--- config.mk ---
export PLATFORM = sky130hd
export DESIGN_NAME = tm_rs_seq
export DESIGN_NICKNAME = d
export VERILOG_FILES = /design/src/rtl/tm_rs_pkg.sv /design/src/rtl/tm_rs_tagpipe.sv /design/src/rtl/tm_rs_seq.sv
export SDC_FILE = /design/constraint.sdc
export NUM_CORES = 1
export LEC_CHECK = 0
export BUFFER_PORTS_ARGS = -buffer_cell sky130_fd_sc_hd__clkbuf_2
export CAP_MARGIN = 20
export CELL_PAD_IN_SITES_DETAIL_PLACEMENT = 0
export CELL_PAD_IN_SITES_GLOBAL_PLACEMENT = 1
export CORE_ASPECT_RATIO = 0.75
export CORE_MARGIN = 3
export CORE_UTILIZATION = 43
export CTS_BUF_LIST = sky130_fd_sc_hd__clkbuf_4 sky130_fd_sc_hd__clkbuf_8 sky130_fd_sc_hd__clkbuf_16
export DETAILED_ROUTE_END_ITERATION = 12
export HOLD_SLACK_MARGIN = 0.06
export PLACE_DENSITY = 0.93
export SLEW_MARGIN = 5
export SYNTH_ARGS = -nofsm -noshare
export SYNTH_HDL_FRONTEND = slang
export SYNTH_SLANG_ARGS = --single-unit
--- constraint.sdc ---
create_clock -name clk -period 6.2 [get_ports clk]
set_input_delay 0.31 -clock clk [delete_from_list [all_inputs] [get_ports clk]]
set_output_delay 0.31 -clock clk [all_outputs]
set_load 0.02 [all_outputs]
--- src/rtl/tm_rs_pkg.sv ---
// Shared constants, FSM state codes and the output tag type for the
// TM Reed-Solomon sequencer.
package tm_rs_pkg;

  // CCSDS (255,223) code over 8-bit symbols
  localparam int KK = 223;
  localparam int NN = 255;
  localparam int MM = 8;

  // Sequencer states
  localparam logic [2:0] S_IDLE   = 3'd0;
  localparam logic [2:0] S_START  = 3'd1;
  localparam logic [2:0] S_FILL   = 3'd2;
  localparam logic [2:0] S_DATA   = 3'd3;
  localparam logic [2:0] S_PARITY = 3'd4;
  localparam logic [2:0] S_FLUSH  = 3'd5;

  // Per-symbol tag travelling alongside the encoder pipeline
  typedef struct packed {
    logic keep;  // symbol is transmitted
    logic sof;   // first transmitted symbol of a block
    logic eof;   // last parity symbol of a block
  } tag_t;

  // Virtual fill must leave at least one data symbol in the block
  function automatic logic [7:0] clamp_fill(input logic [7:0] f);
    return (f >= 8'(KK)) ? 8'(KK - 1) : f;
  endfunction

endpackage

--- src/rtl/tm_rs_tagpipe.sv ---
// Enable-gated shift register of symbol tags, LAT deep, so the head tag
// lines up with the symbol the encoder presents on enc_dout.
module tm_rs_tagpipe
  import tm_rs_pkg::*;
#(
  parameter int LAT = 2
) (
  input  logic clk,
  input  logic nGrst,
  input  logic clr,
  input  logic en,
  input  tag_t tag_in,
  output tag_t head
);

  tag_t pipe [LAT];

  // Advance the tag pipe only when the encoder advances.
  // NOTE: this small array is reset on purpose; a stale keep bit after
  // reset or a mid-block clear would emit a spurious out_valid.
  always_ff @(posedge clk or negedge nGrst) begin
    if (!nGrst) begin
      for (int i = 0; i < LAT; i++) pipe[i] <= '0;
    end else if (clr) begin
      for (int i = 0; i < LAT; i++) pipe[i] <= '0;
    end else if (en) begin
      pipe[0] <= tag_in;
      for (int i = 1; i < LAT; i++) pipe[i] <= pipe[i-1];
    end
  end

  assign head = pipe[LAT-1];

endmodule

--- src/rtl/tm_rs_seq.sv ---
// Sequencer for one RS(255,223) encoder: frames the input byte stream into
// shortened codeblocks, injects and hides virtual fill, gates the encoder
// clock enable for starvation/backpressure and tags sof/eof on the output.
module tm_rs_seq
  import tm_rs_pkg::*;
#(
  parameter int LAT = 2  // encoder latency in enabled cycles (2..4)
) (
  input  logic          clk,
  input  logic          nGrst,
  input  logic          rst,
  input  logic [7:0]    cfg_fill,
  input  logic [MM-1:0] in_data,
  input  logic          in_valid,
  output logic          in_ready,
  output logic          enc_rst,
  output logic          enc_clkEn,
  output logic          enc_start,
  output logic [MM-1:0] enc_din,
  input  logic          enc_rfs,
  input  logic [MM-1:0] enc_dout,
  output logic [MM-1:0] out_data,
  output logic          out_valid,
  input  logic          out_ready,
  output logic          out_sof,
  output logic          out_eof,
  output logic          busy,
  output logic [15:0]   blk_cnt
);

  logic [2:0] state;
  logic [7:0] sym_cnt;   // symbols left in the current state
  logic [7:0] fill_q;    // virtual fill count for the current block
  logic [7:0] data_len;
  logic       step_ok;
  logic       en;
  logic       last_step;
  tag_t       tag_in;
  tag_t       head;

  assign data_len = 8'(KK) - fill_q;

  // Decide whether the current state has a symbol to push this cycle.
  // NOTE: every always_comb output gets a default first so no path can
  // leave it unassigned and infer a latch.
  always_comb begin
    step_ok = 1'b0;
    case (state)
      S_START, S_FILL, S_PARITY, S_FLUSH: step_ok = 1'b1;
      S_DATA:                             step_ok = in_valid;
      default:                            step_ok = 1'b0;
    endcase
  end

  // The encoder only steps when the output slot is free or being emptied,
  // which freezes enc_dout (and hence out_data) under backpressure.
  assign en        = ~rst & step_ok & (out_ready | ~out_valid);
  assign last_step = en & (sym_cnt == 8'd1);

  assign enc_rst   = rst;
  assign enc_clkEn = en;
  assign enc_start = en & (state == S_START);
  assign in_ready  = en & (state == S_DATA);
  assign enc_din   = in_ready ? in_data : '0;
  assign out_data  = enc_dout;
  assign busy      = ~rst & (state != S_IDLE);

  // Tag the symbol entering the encoder this cycle.
  always_comb begin
    tag_in      = '0;
    tag_in.keep = (state == S_DATA) || (state == S_PARITY);
    tag_in.sof  = (state == S_DATA) && (sym_cnt == data_len);
    tag_in.eof  = (state == S_PARITY) && (sym_cnt == 8'd1);
  end

  // Block FSM with a single down-counter reloaded on each state entry.
  // NOTE: state registers use non-blocking assignments so every branch
  // reads the pre-edge values of state and sym_cnt.
  always_ff @(posedge clk or negedge nGrst) begin
    if (!nGrst) begin
      state   <= S_IDLE;
      sym_cnt <= '0;
      fill_q  <= '0;
    end else if (rst) begin
      state   <= S_IDLE;
      sym_cnt <= '0;
    end else begin
      case (state)
        S_IDLE: begin
          if (in_valid && enc_rfs) begin
            state   <= S_START;
            sym_cnt <= 8'd1;
            fill_q  <= clamp_fill(cfg_fill);
          end
        end
        S_START: begin
          if (en) begin
            if (fill_q != 8'd0) begin
              state   <= S_FILL;
              sym_cnt <= fill_q;
            end else begin
              state   <= S_DATA;
              sym_cnt <= data_len;
            end
          end
        end
        S_FILL: begin
          if (last_step) begin
            state   <= S_DATA;
            sym_cnt <= data_len;
          end else if (en) begin
            sym_cnt <= sym_cnt - 8'd1;
          end
        end
        S_DATA: begin
          if (last_step) begin
            state   <= S_PARITY;
            sym_cnt <= 8'(NN - KK);
          end else if (en) begin
            sym_cnt <= sym_cnt - 8'd1;
          end
        end
        S_PARITY: begin
          if (last_step) begin
            state   <= S_FLUSH;
            sym_cnt <= 8'(LAT);
          end else if (en) begin
            sym_cnt <= sym_cnt - 8'd1;
          end
        end
        S_FLUSH: begin
          if (last_step) begin
            state   <= S_IDLE;
            sym_cnt <= '0;
          end else if (en) begin
            sym_cnt <= sym_cnt - 8'd1;
          end
        end
        default: begin
          state   <= S_IDLE;
          sym_cnt <= '0;
        end
      endcase
    end
  end

  // Count completed blocks; survives the synchronous clear.
  always_ff @(posedge clk or negedge nGrst) begin
    if (!nGrst) begin
      blk_cnt <= '0;
    end else if ((state == S_FLUSH) && last_step) begin
      blk_cnt <= blk_cnt + 16'd1;
    end
  end

  tm_rs_tagpipe #(.LAT(LAT)) u_tagpipe (
    .clk    (clk),
    .nGrst  (nGrst),
    .clr    (rst),
    .en     (en),
    .tag_in (tag_in),
    .head   (head)
  );

  // Output slot: load a kept symbol when the encoder steps, else drain on accept.
  always_ff @(posedge clk or negedge nGrst) begin
    if (!nGrst) begin
      out_valid <= 1'b0;
      out_sof   <= 1'b0;
      out_eof   <= 1'b0;
    end else if (rst) begin
      out_valid <= 1'b0;
      out_sof   <= 1'b0;
      out_eof   <= 1'b0;
    end else if (en && head.keep) begin
      out_valid <= 1'b1;
      out_sof   <= head.sof;
      out_eof   <= head.eof;
    end else if (out_ready) begin
      out_valid <= 1'b0;
      out_sof   <= 1'b0;
      out_eof   <= 1'b0;
    end
  end

endmodule
==> flow_metrics.env, run 1 <==
export IMPL_clock_tree_root_cell="sky130_fd_sc_hd__clkbuf_8"
export IMPL_fin_crit_ns=3.06
export IMPL_port_buffer_count=53
export IMPL_timing_critical_path_from_type="flop"
export IMPL_critical_path_endpoint="enc_din[6]"
export IMPL_cp_slowest_stage_delay_ns=0.76
export IMPL_postSynth_asyncResetShare_pct=100
export IMPL_layout_cells_most_common="sky130_fd_sc_hd__clkbuf_2"
export IMPL_worst_ep_required_time_ns=5.89
export IMPL_vdd_drop_max_uv=192
export IMPL_critical_path_cell_chain="nor3_1 -> nor3_2 -> nand2_1 -> inv_2 -> and3_1 -> and2_1 -> clkbuf_2"
export IMPL_worst_r2r_setup_slack_ns=3.54
export IMPL_finalMaxSlewViolations=0
export IMPL_most_common_layout_cells="53 x sky130_fd_sc_hd__clkbuf_2, 44 x sky130_fd_sc_hd__dfrtp_1, 35 x sky130_fd_sc_hd__nand2_1"
export IMPL_first_pass_iters=5
export IMPL_synth_top_area_cell="sky130_fd_sc_hd__dfrtp_1"
export IMPL_status="finished clean"
export IMPL_tritoncts_clock_tree="built"
export IMPL_final_hold_violation_count=0
export IMPL_clk_path_buf_depth=2
export IMPL_setup_viol_count_final=0
export IMPL_post_synth_main_area_contributors="sky130_fd_sc_hd__dfrtp_1 40%, sky130_fd_sc_hd__xnor2_1 5.1%, sky130_fd_sc_hd__nand2_1 4.8%"
export IMPL_rsz_0062_raised_after_global_routing="no"
export IMPL_timing_worst_setup_path_type="flop to output port"
export IMPL_synth_top_flop_cell="sky130_fd_sc_hd__dfrtp_1"
export IMPL_num_io_pins=70
export IMPL_synth_largest_type_area_fraction_pct=40.2
export IMPL_worst_hold_path_type="primary input to flop"
export IMPL_floorplan_rows=24
export IMPL_worst_setup_slack_before_clock_tree_synthesis_ns=3.51
export IMPL_critical_path_endpoint_type="output port"
export IMPL_die_area_sq_mm=0.00737
export IMPL_number_of_enable_flip_flop_cells_after_synthesis=0
export IMPL_worstSetupPathDepth=7
export IMPL_path_buf_inv=2
export IMPL_capture_instance_of_the_worst_register_to_register_path="sym_cnt[7]$_DFFE_PN0P_"
export IMPL_drv_max_cap_violation_count=0
export IMPL_synth_cell_types=51
export IMPL_timing_critical_path_slowest_stage_cell="sky130_fd_sc_hd__dfrtp_1"
export IMPL_grt_pass1_wl_um=10700
export IMPL_worst_slew_pin_slew_ns=0.677
export IMPL_post_cts_setup_buffers=0
export IMPL_maxClockFrequency_mhz=327
export IMPL_yosys_warning_total=0
export IMPL_timing_setup_tns_ns=0
export IMPL_timing_max_slew_rel_slack_pct=54.8
export IMPL_antenna_violations_before_repair=0
export IMPL_die_height_um=75.1
export IMPL_cts_sink_count=44
export IMPL_postSynthAreaPerCell_sq_um=9.01
export IMPL_data_arrival_critical_path_ns=2.75
export IMPL_reg2regPathDepth=8
export IMPL_final_gp_congestion=0.982
export IMPL_ys_ff_latch=44
export IMPL_die_x_um=98.1
export IMPL_total_vias_in_the_final_route=2381
export IMPL_drt_vias_per_instance=5.60
export IMPL_grt_ovfl_total=0
export IMPL_critical_path_reg2reg_startpoint="state[2]$_DFFE_PN0P_"
export IMPL_total_power_per_unit_cell_area_mw_per_mm2=286
export IMPL_synth_sequential_area_ratio_pct=40.2
export IMPL_clk_pin_slew_worst_paths_ns=0.08
export IMPL_final_min_period_over_clock_period_pct=49.3
export IMPL_grt_start_max_net_pins=34
export IMPL_syn_to_final_growth_pct=13.7
export IMPL_insertedDiodeCount=0
export IMPL_syn_nets=338
export IMPL_syn_inst=304
export IMPL_post_route_cells_drive_above_1_share_pct=23.1
export IMPL_crit_family="simple AND/OR/NAND/NOR gates"
export IMPL_grt_pass1_vias=2133
export IMPL_final_cell_count_no_fill=425
export IMPL_floorplan_core_area_sq_mm=0.00598
export IMPL_route_antenna_remaining_nets=0
export IMPL_detailed_place_hpwl_um=5050
export IMPL_floorplan_initialDensity_pct=45.8
export IMPL_sum_of_routed_wire_length_over_all_layers_um=6580
export IMPL_globalRouteTotalUtil_pct=18.4
export IMPL_final_nets=380
export IMPL_timing_critical_path_from="state[2]$_DFFE_PN0P_"
export IMPL_timing_final_ws_setup_ns=3.14
export IMPL_tritoncts_num_buffers=5
export IMPL_clk_insertion_delay_late_ns=0.30
export IMPL_synth_cell_area_sq_mm=0.00274
export IMPL_clock_tree_htree_level_count=2
export IMPL_drt_iter0_drc=205
export IMPL_post_place_cells=416
export IMPL_finalHoldWorstSlack_ns=0.222
export IMPL_routedWlPerCell_um=15.5
export IMPL_critical_path_max_fanout=22
export IMPL_finClkSkew_ns=0.0121
export IMPL_total_leakage_power_nw=1.51
export IMPL_drt_drc_violations_left=0
cell families after synthesis:
kind of cell / after synthesis / share of synthesized area [%]
DFF: 44 / 40.2
adders and majority gates: 4 / 1.83
and+or+nand+nor: 142 / 30.2
muxes: 1 / 0.411
xor gates and xnor gates: 26 / 8.32
AOI/OAI and AO/OA: 57 / 12.9
buffers and inverters: 30 / 6.08
cells in the mapped netlist, types with 4 or more instances:
library cell / count
sky130_fd_sc_hd__a21oi_1: 13
sky130_fd_sc_hd__and2_1: 9
sky130_fd_sc_hd__and3_1: 5
sky130_fd_sc_hd__buf_4: 9
sky130_fd_sc_hd__clkbuf_1: 8
sky130_fd_sc_hd__dfrtp_1: 44
sky130_fd_sc_hd__ha_1: 4
sky130_fd_sc_hd__inv_1: 9
sky130_fd_sc_hd__nand2_1: 35
sky130_fd_sc_hd__nand2b_1: 9
sky130_fd_sc_hd__nand3_1: 9
sky130_fd_sc_hd__nand4_1: 6
sky130_fd_sc_hd__nor2_1: 25
sky130_fd_sc_hd__nor2b_1: 6
sky130_fd_sc_hd__nor3_1: 8
sky130_fd_sc_hd__nor3_2: 5
sky130_fd_sc_hd__nor4_1: 7
sky130_fd_sc_hd__o21ai_0: 18
sky130_fd_sc_hd__o22a_1: 4
sky130_fd_sc_hd__o22ai_1: 5
sky130_fd_sc_hd__xnor2_1: 16
sky130_fd_sc_hd__xor2_1: 10
worst min-delay path: stages:
cell and delay (ns):
sky130_fd_sc_hd__clkbuf_2 0.09, sky130_fd_sc_hd__nand2_1 0.04, sky130_fd_sc_hd__nand2_1 0.05
flip-flops by register name (all words and copies together) (netlist names):
register and count:
u_tagpipe.pipe 3, fill_q 8, out_sof 1, sym_cnt 8
state 3, blk_cnt 16, out_eof 1, u_tagpipe.head 3
out_valid 1
metal layers:
layer  share of wire [%]  vias up  GRT usage (%)
li1                    -     1150              -
met1                  48     1099           27.4
met2                  40      121           26.5
met3                  11       11           5.09
met4                 1.1        0           4.24
met5                   0        -              0
area by class of cell:
type	instances	area [sq um]
clock buffer	6	76.3
clock inverter	2	35.0
fill	595	2860
inverter	10	37.5
multi-input combinational	230	1470
sequential	44	1100
tap	78	97.6
timing repair buffer	55	295
worst min-delay path by stage:
| stage | start | to | slack (ns) | cells after the start |
|---|---|---|---|---|
| 2_1_floorplan | nGrst | blk_cnt[0]$_DFFE_PN0P_ | 0.01 | 0 |
| 3_3_place_gp | blk_cnt[15]$_DFFE_PN0P_ | blk_cnt[15]$_DFFE_PN0P_ | 0.46 | 1 |
| 3_5_place_dp | nGrst | out_sof$_DFFE_PN0P_ | 0.22 | 1 |
| 4_1_cts | cfg_fill[7] | fill_q[7]$_DFFE_PN0P_ | 0.22 | 3 |
| 5_1_grt | cfg_fill[7] | fill_q[7]$_DFFE_PN0P_ | 0.24 | 3 |
| 6_report | cfg_fill[7] | fill_q[7]$_DFFE_PN0P_ | 0.22 | 3 |
where the power goes:
part	total [mW]	internal (mW)	leakage, nW	switching [mW]
clock network	0.225	0.124	0.0586	0.101
logic	0.274	0.115	0.870	0.158
registers	0.390	0.322	0.580	0.0678
through the flow:
| step | instance area, sq um | util, % | power [mW] |
|---|---|---|---|
| floorplan | 2740 | - | 0.591 |
| detailed placement | 2990 | 50.1 | 0.662 |
| global placement | 2970 | 49.7 | 0.660 |
| global route | 3110 | 52.1 | 0.942 |
| finish | 3110 | 52.1 | 0.889 |
| CTS | 3110 | 52.1 | 0.886 |
what timing repair did:
action / in CTS / in global routing
gates resized for setup: 0 / 0
hold buffers: 1 / 0
hold endpoints to repair: 11 / 0
(Power assumes the default switching activity.)
==> run 2: changes to the inputs <==
CORE_UTILIZATION = 36   (was 43)
PLACE_DENSITY = 0.84   (was 0.93)
clock period = 2.6 ns   (was 6.2 ns; I/O delays follow)
==> flow_metrics.env, run 2 (same netlist as run 1, synthesis figures left out) <==
export IMPL_timing_critical_path_from="state[1]$_DFFE_PN0P_"
export IMPL_critical_path_endpoint_type="output port"
export IMPL_hold_path_end="fill_q[4]$_DFFE_PN0P_"
export IMPL_globalRouteTotalUtil_pct=15.8
export IMPL_grt_start_max_net_pins=30
export IMPL_final_hold_violation_count=0
export IMPL_worst_slew_pin_slew_ns=0.608
export IMPL_total_vias_in_the_final_route=2450
export IMPL_total_power_per_unit_cell_area_mw_per_mm2=638
export IMPL_floorplan_rows=26
export IMPL_layout_top_registers="blk_cnt: 16 flops, fill_q: 8 flops, sym_cnt: 8 flops"
export IMPL_clock_tree_root_cell="sky130_fd_sc_hd__clkbuf_8"
export IMPL_clk_pin_slew_worst_paths_ns=0.08
export IMPL_top_register="blk_cnt"
export IMPL_timing_critical_path_from_type="flop"
export IMPL_clk_path_buf_depth=2
export IMPL_floorplan_initialDensity_pct=38.6
export IMPL_sum_of_routed_wire_length_over_all_layers_um=6780
export IMPL_status="finished clean"
export IMPL_clk_insertion_delay_late_ns=0.29
export IMPL_tritoncts_clock_tree="built"
export IMPL_die_height_um=81.5
export IMPL_largest_reg_flops=16
export IMPL_detailed_place_hpwl_um=5190
export IMPL_port_buffer_count=53
export IMPL_fin_crit_ns=2.34
export IMPL_layout_cells_most_common="sky130_fd_sc_hd__clkbuf_2"
export IMPL_antenna_violations_before_repair=0
export IMPL_final_nets=392
export IMPL_insertedDiodeCount=0
export IMPL_grt_ovfl_total=0
export IMPL_drt_vias_per_instance=5.37
export IMPL_multi_input_area_sq_mm=0.00147
export IMPL_finClkSkew_ns=0.00616
export IMPL_capture_instance_of_the_worst_register_to_register_path="blk_cnt[1]$_DFFE_PN0P_"
export IMPL_critical_path_max_fanout=13
export IMPL_most_common_layout_cells="53 x sky130_fd_sc_hd__clkbuf_2, 43 x sky130_fd_sc_hd__dfrtp_1, 35 x sky130_fd_sc_hd__nand2_1"
export IMPL_finalMaxSlewViolations=0
export IMPL_critical_path_reg2reg_startpoint="state[1]$_DFFE_PN0P_"
export IMPL_num_io_pins=70
export IMPL_clock_tree_htree_level_count=2
export IMPL_worst_ep_required_time_ns=2.47
export IMPL_total_leakage_power_nw=1.55
export IMPL_reg2regPathDepth=5
export IMPL_worst_hold_path_type="primary input to flop"
export IMPL_setup_viol_count_final=0
export IMPL_maxClockFrequency_mhz=427
export IMPL_data_arrival_critical_path_ns=2.21
export IMPL_timing_worst_setup_path_type="flop to output port"
export IMPL_final_fill_count=717
export IMPL_post_route_cells_drive_above_1_share_pct=24.3
export IMPL_die_area_sq_mm=0.00870
export IMPL_worst_setup_slack_before_clock_tree_synthesis_ns=0.272
export IMPL_timing_setup_tns_ns=0
export IMPL_drt_drc_violations_left=0
export IMPL_timing_final_ws_setup_ns=0.256
export IMPL_cts_sink_count=44
export IMPL_grt_pass1_vias=2136
export IMPL_grt_pass1_wl_um=11000
export IMPL_seq_area_sq_mm=0.00110
export IMPL_syn_to_final_growth_pct=17.3
export IMPL_rsz_0062_raised_after_global_routing="no"
export IMPL_die_x_um=107
export IMPL_design_power_total_mw=2.05
export IMPL_first_pass_iters=5
export IMPL_final_min_period_over_clock_period_pct=90.1
export IMPL_drt_iter0_drc=199
export IMPL_number_of_cells_on_the_worst_hold_path=2
export IMPL_drv_max_cap_violation_count=0
export IMPL_timing_max_slew_rel_slack_pct=59.0
export IMPL_final_gp_congestion=0.947
export IMPL_floorplan_core_area_sq_mm=0.00709
export IMPL_worst_r2r_setup_slack_ns=0.30
export IMPL_route_antenna_remaining_nets=0
export IMPL_routedWlPerCell_um=14.9
export IMPL_post_cts_setup_buffers=0
export IMPL_vdd_drop_max_uv=453
export IMPL_timing_hold_worst_start="cfg_fill[4]"
export IMPL_tritoncts_num_buffers=5
[run 2: changes by cell type in the layout (fill, tap and decap cells not counted), sizes merged]
| cell | change |
|---|---|
| bufinv | -1 |
| buf | +7 |
| dlygate4sd3 | +5 |
[run 2: critical path, cell delays in order, from the launching register on]
cell	delay [ns]
sky130_fd_sc_hd__dfrtp_1	0.57
sky130_fd_sc_hd__nor3_1	0.16
sky130_fd_sc_hd__nor3_2	0.25
sky130_fd_sc_hd__nand2_1	0.12
sky130_fd_sc_hd__inv_2	0.13
sky130_fd_sc_hd__and3_1	0.36
sky130_fd_sc_hd__and2_1	0.18
sky130_fd_sc_hd__clkbuf_2	0.16
[run 2: cell type report]
cell class,instances,share of cell area (%)
clock buffers,6,2.38
repair buffers,67,12.4
inverters,10,1.17
well taps,98,3.82
flip-flops and latches,44,34.3
multi-input cells,230,45.8
clock inverters,1,0.156
[run 2: how the worst max path moves through the flow]
stage / to / slack (ns) / cells after the start
floorplan: enc_din[0] / 0.54 / 7
global placement: blk_cnt[1]$_DFFE_PN0P_ / 0.36 / 5
detailed placement: blk_cnt[1]$_DFFE_PN0P_ / 0.27 / 5
CTS: enc_din[0] / 0.16 / 7
global route: enc_din[0] / 0.05 / 7
finish: enc_din[0] / 0.26 / 7
[run 2: metrics by stage]
stage | cell area (sq um) | util, % | instances | hold WS (ns)
after floorplan | 2740 | - | 304 | -0.166
after global placement | 3050 | 43.0 | 442 | 0.260
after detailed placement | 3070 | 43.3 | 443 | 0.0941
after CTS | 3210 | 45.3 | 456 | 0.0630
after global routing | 3210 | 45.3 | 456 | 0.0668
final | 3210 | 45.3 | 456 | 0.0608
[run 2: what timing repair did]
| action | CTS | global route |
|---|---|---|
| hold buffers | 6 | 0 |
| hold endpoints to repair | 20 | 0 |
| gates resized for setup | 0 | 1 |
| endpoints found under the setup margin | 0 | 8 |
[run 2: layer usage]
metal	vias to the layer above	GRT usage (%)	wire length (um)
li1	1169	-	-
met1	1134	24.8	3290
met2	141	21.3	2700
met3	6	4.48	747
met4	0	3.07	45
met5	-	0	0
[run 2: report_power, final]
group | internal [mW] | switching [mW] | leakage, nW | total [mW]
clock network | 0.194 | 0.232 | 0.0445 | 0.425
registers | 0.769 | 0.171 | 0.579 | 0.940
logic | 0.294 | 0.391 | 0.926 | 0.685
